**config.mk**
```make
export PLATFORM = sky130hd
export DESIGN_NAME = cmp_seq_ctrl
export DESIGN_NICKNAME = d
export VERILOG_FILES = /design/src/rtl/cmp_seq_ctrl.sv
export SDC_FILE = /design/constraint.sdc
export NUM_CORES = 1
export LEC_CHECK = 0
export ABC_CLOCK_PERIOD_IN_PS = 6700
export BUFFER_PORTS_ARGS = -buffer_cell sky130_fd_sc_hd__buf_4
export CAP_MARGIN = 20
export CORE_AREA = 5 5 83 85
export CTS_CLUSTER_DIAMETER = 120
export DETAILED_ROUTE_END_ITERATION = 10
export DIE_AREA = 0 0 88 90
export SLEW_MARGIN = 40
export SYNTH_ARGS = -nofsm -noshare
export SYNTH_HDL_FRONTEND = slang
export SYNTH_SLANG_ARGS = --single-unit
export TNS_END_PERCENT = 30
```
**constraint.sdc**
```tcl
create_clock -name clk -period 6.7 [get_ports clk]
set_input_delay 0.67 -clock clk [delete_from_list [all_inputs] [get_ports clk]]
set_output_delay 0.67 -clock clk [all_outputs]
set_load 0.005 [all_outputs]
```
**src/rtl/cmp_seq_ctrl.sv**
```systemverilog
// cmp_seq_ctrl: MSB-nibble-first wide magnitude compare time-sharing one cmp_four slice.
// Define CMP_SEQ_SIGNED_EN for two's complement operands (sign-offset on the MSB slice).
module cmp_four (
    input  logic [3:0] a,
    input  logic [3:0] b,
    output logic       g,
    output logic       e,
    output logic       l
);
    assign g = a > b;
    assign e = a == b;
    assign l = a < b;
endmodule

module cmp_seq_ctrl #(
    parameter int NIBBLES = 4
) (
    input  logic                 clk,
    input  logic                 rst_n,
    input  logic                 start,
    input  logic [4*NIBBLES-1:0] a,
    input  logic [4*NIBBLES-1:0] b,
    output logic                 busy,
    output logic                 done,
    output logic                 great,
    output logic                 equal,
    output logic                 less,
    output logic [4:0]           nib_cnt
);
    localparam int IW = NIBBLES > 1 ? $clog2(NIBBLES) : 1;
    localparam logic [IW-1:0] LAST = IW'(NIBBLES - 1);

    typedef enum logic [1:0] {IDLE, RUN, DONE} state_t;

    state_t                  state_q, state_d;
    logic [NIBBLES-1:0][3:0] a_q, a_d, b_q, b_d;
    logic [IW-1:0]           idx_q, idx_d;
    logic                    busy_q, busy_d, done_q, done_d;
    logic                    great_q, great_d, equal_q, equal_d, less_q, less_d;
    logic [4:0]              nib_q, nib_d;
    logic [3:0]              sa, sb;
    logic                    sg, se, sl;

`ifdef CMP_SEQ_SIGNED_EN
    // Inverting the sign bit maps two's complement onto offset binary for the top slice.
    logic flip;
    assign flip = idx_q == LAST;
    assign sa   = a_q[idx_q] ^ {flip, 3'b000};
    assign sb   = b_q[idx_q] ^ {flip, 3'b000};
`else
    assign sa = a_q[idx_q];
    assign sb = b_q[idx_q];
`endif

    cmp_four u_cmp (.a(sa), .b(sb), .g(sg), .e(se), .l(sl));

    always_comb begin
        state_d = state_q;
        a_d     = a_q;
        b_d     = b_q;
        idx_d   = idx_q;
        great_d = great_q;
        equal_d = equal_q;
        less_d  = less_q;
        nib_d   = nib_q;
        busy_d  = 1'b0;
        done_d  = 1'b0;
        case (state_q)
            IDLE: if (start) begin
                state_d = RUN;
                a_d     = a;
                b_d     = b;
                idx_d   = LAST;
                great_d = 1'b0;
                equal_d = 1'b0;
                less_d  = 1'b0;
                nib_d   = 5'd0;
                busy_d  = 1'b1;
            end
            RUN: begin
                nib_d   = nib_q + 5'd1;
                great_d = sg;
                less_d  = sl;
                equal_d = se && idx_q == '0;
                if (sg || sl || idx_q == '0) begin
                    state_d = DONE;
                    done_d  = 1'b1;
                end else begin
                    idx_d  = idx_q - 1'b1;
                    busy_d = 1'b1;
                end
            end
            default: state_d = IDLE;
        endcase
    end

    always_ff @(posedge clk) begin
        if (!rst_n) begin
            state_q <= IDLE;
            a_q     <= '0;
            b_q     <= '0;
            idx_q   <= '0;
            busy_q  <= 1'b0;
            done_q  <= 1'b0;
            great_q <= 1'b0;
            equal_q <= 1'b0;
            less_q  <= 1'b0;
            nib_q   <= 5'd0;
        end else begin
            state_q <= state_d;
            a_q     <= a_d;
            b_q     <= b_d;
            idx_q   <= idx_d;
            busy_q  <= busy_d;
            done_q  <= done_d;
            great_q <= great_d;
            equal_q <= equal_d;
            less_q  <= less_d;
            nib_q   <= nib_d;
        end
    end

    assign busy    = busy_q;
    assign done    = done_q;
    assign great   = great_q;
    assign equal   = equal_q;
    assign less    = less_q;
    assign nib_cnt = nib_q;
endmodule

```
# After elaboration in Yosys (flattened, before gate mapping)

Cells that the tools add are included.

Register bits after elaboration: 46
Input port bits: 35
Output and inout port bits: 10
Logic and storage cells: 57

$add $sub $neg: 2
Order comparisons: 3
Eq/ne operators: 5
Multiplexer cells: 20
Reductions and logical operators: 11

Operators with widths:

| kind                                                       | number |
|---|---|
| binary-select mux 4 bit (select 2 bit)                     | 2 |
| one-hot mux 5 bit (2 select lines)                         | 1 |
| two-way mux 2 bit                                          | 4 |
| two-way mux 4 bit                                          | 2 |
| one-hot mux 1 bit (2 select lines)                         | 4 |
| one-hot mux 2 bit (2 select lines)                         | 2 |
| AND reduction 2 bit                                        | 4 |
| inequality test 2 bit, second input constant               | 3 |
| adder 5 x 1 -> 5 bit, second input constant                | 1 |
| two-way mux 5 bit                                          | 1 |
| == test 4 bit                                              | 1 |
| greater-than comparator 4 bit                              | 1 |
| logical NOT 2 bit                                          | 2 |
| less-than comparator 4 bit                                 | 1 |
| two-way mux 1 bit                                          | 4 |
| less-than comparator 2 x 3 -> 1 bit, second input constant | 1 |
| AND reduction 3 bit                                        | 1 |
| == test 2 x 1 -> 1 bit, second input constant              | 1 |
| logical OR 1 bit                                           | 2 |
| nonzero test 2 bit                                         | 1 |
| subtractor 2 x 1 -> 2 bit, second input constant           | 1 |
| logical AND 1 bit                                          | 1 |

# Depth between registers and ports, before layout

Depth after elaboration: 7
Depth in mapped cells: 8
Gate-level depth less buffers: 7

# Modules after synthesis

From an unflattened synthesis, not the netlist that was laid out.

Cells, all modules: 229
Area total of the unflattened synthesis: 2162.1 µm²

By module, submodules not included:

| module       | instances | cells an instance | area an instance (µm²) | seq. area each (µm²) |
|---|---|---|---|---|
| cmp_seq_ctrl | 1         | 213               | 2033.2                 | 920.9 |
| cmp_four     | 1         | 16                | 128.9                  | 0.0 |

# Worst setup path after synthesis

No wires, ideal clock.

Path type: register to register
Start point: register idx_q[0]
End point: register idx_q[0]
Setup time: 0.128 ns
Arrival time: 2.044 ns
Required time: 6.572 ns
Slack: 4.528 ns
Cell stages (with the launch flop): 8
Buffers on the path: 1
Period minus slack after synthesis: 2.172 ns
Path through: dfxtp_1 buf_6 mux4_2 ha_1 a21oi_1 a311o_2 nor3_1 a311oi_1

Cells in the longest elaborated chain, start to end: 7
Elaborated cells on any way between the ends: 14
Those cells by class: add/sub: 1; order compare: 2; eq/ne: 1; mux: 6; reduce/logical: 4

RTL lines:

| item                                                                               | line   | source |
|---|---|---|
| start: declaration                                                                 | 37     | `logic [IW-1:0] idx_q, idx_d;` |
| start signal: assignment                                                           | 113    | `idx_q <= idx_d;` |
| binary-select mux 4 bit (select 2 bit) (on tied branches)                          | 51, 52 |  |
| two-way mux 4 bit (on tied branches)                                               | 51, 52 |  |
| greater-than comparator 4 bit / less-than comparator 4 bit (equally long branches) | 10, 12 |  |
| logical OR 1 bit (2 in series)                                                     | 85     | `if (sg \|\| sl \|\| idx_q == '0) begin` |
| inequality test 2 bit (no source line)                                             | n/a    |  |
| AND reduction 3 bit (no source line)                                               | n/a    |  |

Several ways; a longest one is shown, not always the timed one. The select of a mux whose other input is x is not followed.
A chain may end at the register's enable or synchronous reset.

# Worst setup path in the final report

Same ends and word-level chain as after synthesis.

==> impl_results.html <==
<table>
<tr><th>Metric</th><th>Value</th></tr>
<tr><th colspan="2">Clock tree</th></tr>
<tr><td>Level count of the clock H-tree</td><td>2</td></tr>
<tr><td>Clock transition at the registers of the reported paths</td><td>80 ps</td></tr>
<tr><td>Hold-fix buffers at CTS</td><td>0</td></tr>
<tr><td>Post-CTS setup repair buffer count</td><td>0</td></tr>
<tr><td>Number of clock sinks</td><td>46</td></tr>
<tr><td>Max clock buf depth</td><td>2</td></tr>
<tr><td>Number of gates given a new drive strength after cts</td><td>0</td></tr>
<tr><td>Latest clock arrival within the worst-skew pair</td><td>300 ps</td></tr>
<tr><td>Root buf cell</td><td>sky130_fd_sc_hd__clkbuf_8</td></tr>
<tr><td>Number of buffers created by CTS</td><td>5</td></tr>
<tr><td>Clock tree from TritonCTS</td><td>built</td></tr>
<tr><th colspan="2">Detailed routing</th></tr>
<tr><td>DRT Pass-1 Iters</td><td>4</td></tr>
<tr><td>Average wire length per cell after detail routing</td><td>12.4 um</td></tr>
<tr><td>DRC marker count from the first detailed-route iteration</td><td>120</td></tr>
<tr><td>Total via count in the routed design</td><td>1,624</td></tr>
<tr><td>DRC violations left</td><td>0</td></tr>
<tr><td>DRT Wirelength</td><td>4250 um</td></tr>
<tr><td>Final ANT Viol Nets</td><td>0</td></tr>
<tr><td>Drt via density</td><td>4.75</td></tr>
<tr><th colspan="2">Timing</th></tr>
<tr><td>Slew Limit Headroom</td><td>52.7%</td></tr>
<tr><td>Pins over their slew limit</td><td>0</td></tr>
<tr><td>Post-route fraction of the period consumed by the critical path</td><td>39.9%</td></tr>
<tr><td>Number of setup violations in the final report</td><td>0</td></tr>
<tr><td>Final hold viol count</td><td>0</td></tr>
<tr><td>Setup total negative slack</td><td>0 ps</td></tr>
<tr><td>Worst slew pin tran</td><td>710 ps</td></tr>
<tr><td>Worst setup margin</td><td>4030 ps</td></tr>
<tr><td>RSZ-0062 raised after global routing</td><td>no</td></tr>
<tr><td>Fmax</td><td>374 MHz</td></tr>
<tr><td>Final critical delay including setup and external delays</td><td>2670 ps</td></tr>
<tr><td>Setup Skew</td><td>4.00 ps</td></tr>
<tr><th colspan="2">Global route</th></tr>
<tr><td>Overflow after GRT</td><td>0</td></tr>
<tr><td>Initial antenna violation count</td><td>0</td></tr>
<tr><td>Global routing usage summed across all routing layers</td><td>11.7%</td></tr>
<tr><td>First-pass GRT wire length</td><td>7330 um</td></tr>
<tr><td>Number of global-route vias before repair</td><td>1,559</td></tr>
<tr><td>Largest net degree at the start of global routing</td><td>43</td></tr>
<tr><th colspan="2">Floorplan</th></tr>
<tr><td>Placement Rows</td><td>29</td></tr>
<tr><td>Die Wd</td><td>88 um</td></tr>
<tr><td>Die Ht</td><td>90 um</td></tr>
<tr><td>Area enclosed by the die boundary</td><td>7920 um^2</td></tr>
<tr><td>I/O pin cnt</td><td>45</td></tr>
<tr><td>Floorplan core area</td><td>6130 um^2</td></tr>
<tr><td>Initial standard-cell utilization of the core</td><td>33.3%</td></tr>
<tr><th colspan="2">Layout</th></tr>
<tr><td>Area overhead of the layout relative to synthesis</td><td>20.5%</td></tr>
<tr><td>Total Nets Final</td><td>306</td></tr>
<tr><td>Layout filler cell count</td><td>630</td></tr>
<tr><td>Cell Count, Final, Fillers Out</td><td>342</td></tr>
<tr><td>Layout cell share with drive strength beyond 1</td><td>27.2%</td></tr>
<tr><td>Number of antenna repair diodes</td><td>0</td></tr>
<tr><th colspan="2">Yosys</th></tr>
<tr><td>Netlist Area Pre-Place</td><td>2040 um^2</td></tr>
<tr><td>Async SR Flop Fraction</td><td>0%</td></tr>
<tr><td>Library cell with the highest instance count after synthesis</td><td>sky130_fd_sc_hd__nand2_1</td></tr>
<tr><td>Most area-consuming cells after synthesis</td><td>sky130_fd_sc_hd__dfxtp_1, sky130_fd_sc_hd__nand2_1, sky130_fd_sc_hd__mux4_2, sky130_fd_sc_hd__a21oi_1, sky130_fd_sc_hd__ha_1</td></tr>
<tr><td>Average footprint of a synthesized cell</td><td>9.00 um^2</td></tr>
<tr><td>Post-synth top flop</td><td>sky130_fd_sc_hd__dfxtp_1</td></tr>
<tr><td>Yosys cell types</td><td>33</td></tr>
<tr><td>Portion of synthesized cell area occupied by the leading cell type</td><td>45.1%</td></tr>
<tr><td>Synthesized netlist cell count</td><td>227</td></tr>
<tr><td>Syn. warnings</td><td>0</td></tr>
<tr><td>Net count of the mapped netlist</td><td>268</td></tr>
<tr><td>Count of flip-flops with a built-in enable after synthesis</td><td>0</td></tr>
<tr><td>Fraction of the yosys area taken by sequential cells</td><td>45.1%</td></tr>
<tr><td>Top cells by count, synth</td><td>sky130_fd_sc_hd__nand2_1, sky130_fd_sc_hd__dfxtp_1, sky130_fd_sc_hd__a21oi_1, sky130_fd_sc_hd__nor2_1, sky130_fd_sc_hd__mux4_2</td></tr>
<tr><td>Number of synthesized register bits</td><td>46</td></tr>
<tr><td>Cell type contributing the most total cell area after synthesis</td><td>sky130_fd_sc_hd__dfxtp_1</td></tr>
<tr><th colspan="2">Place</th></tr>
<tr><td>Number of port buffers</td><td>44</td></tr>
<tr><td>Setup Slack @ Placement</td><td>4050 ps</td></tr>
<tr><td>Final Wtd Congestion</td><td>0.805</td></tr>
<tr><td>Sum of net half-perimeters after detailed placement</td><td>3090 um</td></tr>
<tr><td>Placed cell count</td><td>335</td></tr>
<tr><th colspan="2">Setup path</th></tr>
<tr><td>Slowest-stage cell, CP</td><td>sky130_fd_sc_hd__dfxtp_1</td></tr>
<tr><td>Worst path cell trace</td><td>mux4_2 &gt; ha_1 &gt; a21oi_1 &gt; a311o_2 &gt; nor3_1 &gt; a311oi_1</td></tr>
<tr><td>Category of the worst setup path launch point</td><td>flop</td></tr>
<tr><td>Internal reg-to-reg setup slack</td><td>4030 ps</td></tr>
<tr><td>Largest incremental delay on the critical path</td><td>700 ps</td></tr>
<tr><td>Data required time of the worst path</td><td>6900 ps</td></tr>
<tr><td>WP data arrival</td><td>2880 ps</td></tr>
<tr><td>Startpoint-to-endpoint class of the critical path</td><td>reg2reg</td></tr>
<tr><td>Kind of end point of the critical path</td><td>flop</td></tr>
<tr><td>CP max FO</td><td>10</td></tr>
<tr><th colspan="2">Status</th></tr>
<tr><td>Run status</td><td>finished clean</td></tr>
<tr><th colspan="2">Power</th></tr>
<tr><td>Static leakage</td><td>0.00101 uW</td></tr>
<tr><td>Maximum VDD drop</td><td>93.1 uV</td></tr>
<tr><td>Cell Pwr Density</td><td>256 nW/um^2</td></tr>
<tr><th colspan="2">Worst hold path</th></tr>
<tr><td>Class of the tightest hold or removal check</td><td>reg2reg</td></tr>
<tr><th colspan="2">Run</th></tr>
<tr><td>Max_cap viols</td><td>0</td></tr>
</table>
## power breakdown
| group | internal, uW | switching [uW] | leakage, uW |
|---|---|---|---|
| registers | 298 | 24.6 | 0.000377 |
| clock network | 70.1 | 88.6 | 0.0000438 |
| logic | 73.7 | 74.4 | 0.000591 |
| total | 442 | 188 | 0.00101 |
## routing by layer
layer	GRT usage [%]	up-vias	routed length (um)
met4	4.48	0	74
met1	15.7	736	1960
met5	0	-	0
met3	4.30	7	264
li1	-	848	-
met2	17.0	33	1950
## logic make-up (layout without fill, tap and decap cells)
family,count (synthesis),after routing,synth area share (%)
AO/OA/AOI/OAI,50,50,15.1
buffers and inverters,22,60,6.43
AND/OR/NAND/NOR,91,91,18.8
multiplexers,12,12,11.0
flip-flops,46,46,45.1
adder cells (fa/ha/maj),6,6,3.68
## cell type report
cell class,instances,area (um^2),area share (%)
Clock buffer,5,68.8,2.80
Timing Repair Buffer,45,338,13.7
Inverter,8,31.3,1.27
Tap cell,77,96.3,3.91
Clock inverter,2,10.0,0.407
Sequential cell,46,921,37.4
Multi-Input combinational cell,159,996,40.5
## critical path, delay by kind of cell (launching register included)
kind                       cells  cell delay [ps]
AOI/OAI and AO/OA              3              890
adders and majority gates      1              330
DFF                            1              700
muxes                          1              580
and+or+nand+nor                1               70
## registers in the layout, indices dropped and copies added (netlist names), 2 cells and up
name / flops
b_q: 16
idx_q: 2
a_q: 16
state_q: 2
nib_cnt: 5
## placed cells by master, fill, tap and decap left out, types with 2 or more instances in the layout
cell type / instances
sky130_fd_sc_hd__a31oi_1: 2
sky130_fd_sc_hd__inv_1: 7
sky130_fd_sc_hd__mux4_2: 8
sky130_fd_sc_hd__a21o_1: 2
sky130_fd_sc_hd__and2_1: 2
sky130_fd_sc_hd__buf_4: 45
sky130_fd_sc_hd__dfxtp_1: 46
sky130_fd_sc_hd__and3_2: 2
sky130_fd_sc_hd__mux2_2: 3
sky130_fd_sc_hd__a22oi_1: 5
sky130_fd_sc_hd__nand3_1: 2
sky130_fd_sc_hd__nor2_1: 10
sky130_fd_sc_hd__nand2_1: 68
sky130_fd_sc_hd__clkinv_2: 3
sky130_fd_sc_hd__clkbuf_8: 5
sky130_fd_sc_hd__a21oi_1: 34
sky130_fd_sc_hd__ha_1: 6
## final timing paths
path,start,to,cells after the start
min reg2reg,b_q[7],b_q[7],2
max,idx_q[0],idx_q[0],6
max reg2reg,idx_q[0],idx_q[0],6
min,b_q[7],b_q[7],2
## per-stage QoR
step                      power (uW)  util [%]  hold WS, ps  instance area (um^2)
after floorplan                  441         -          433                  2040
after global placement           475      38.7          443                  2370
after detailed placement         480      38.8          447                  2380
after CTS                        638      40.1          459                  2460
after global routing             676      40.1          479                  2460
final                            629      40.1          458                  2460
Note: power is estimated with default switching activity, not from simulation.
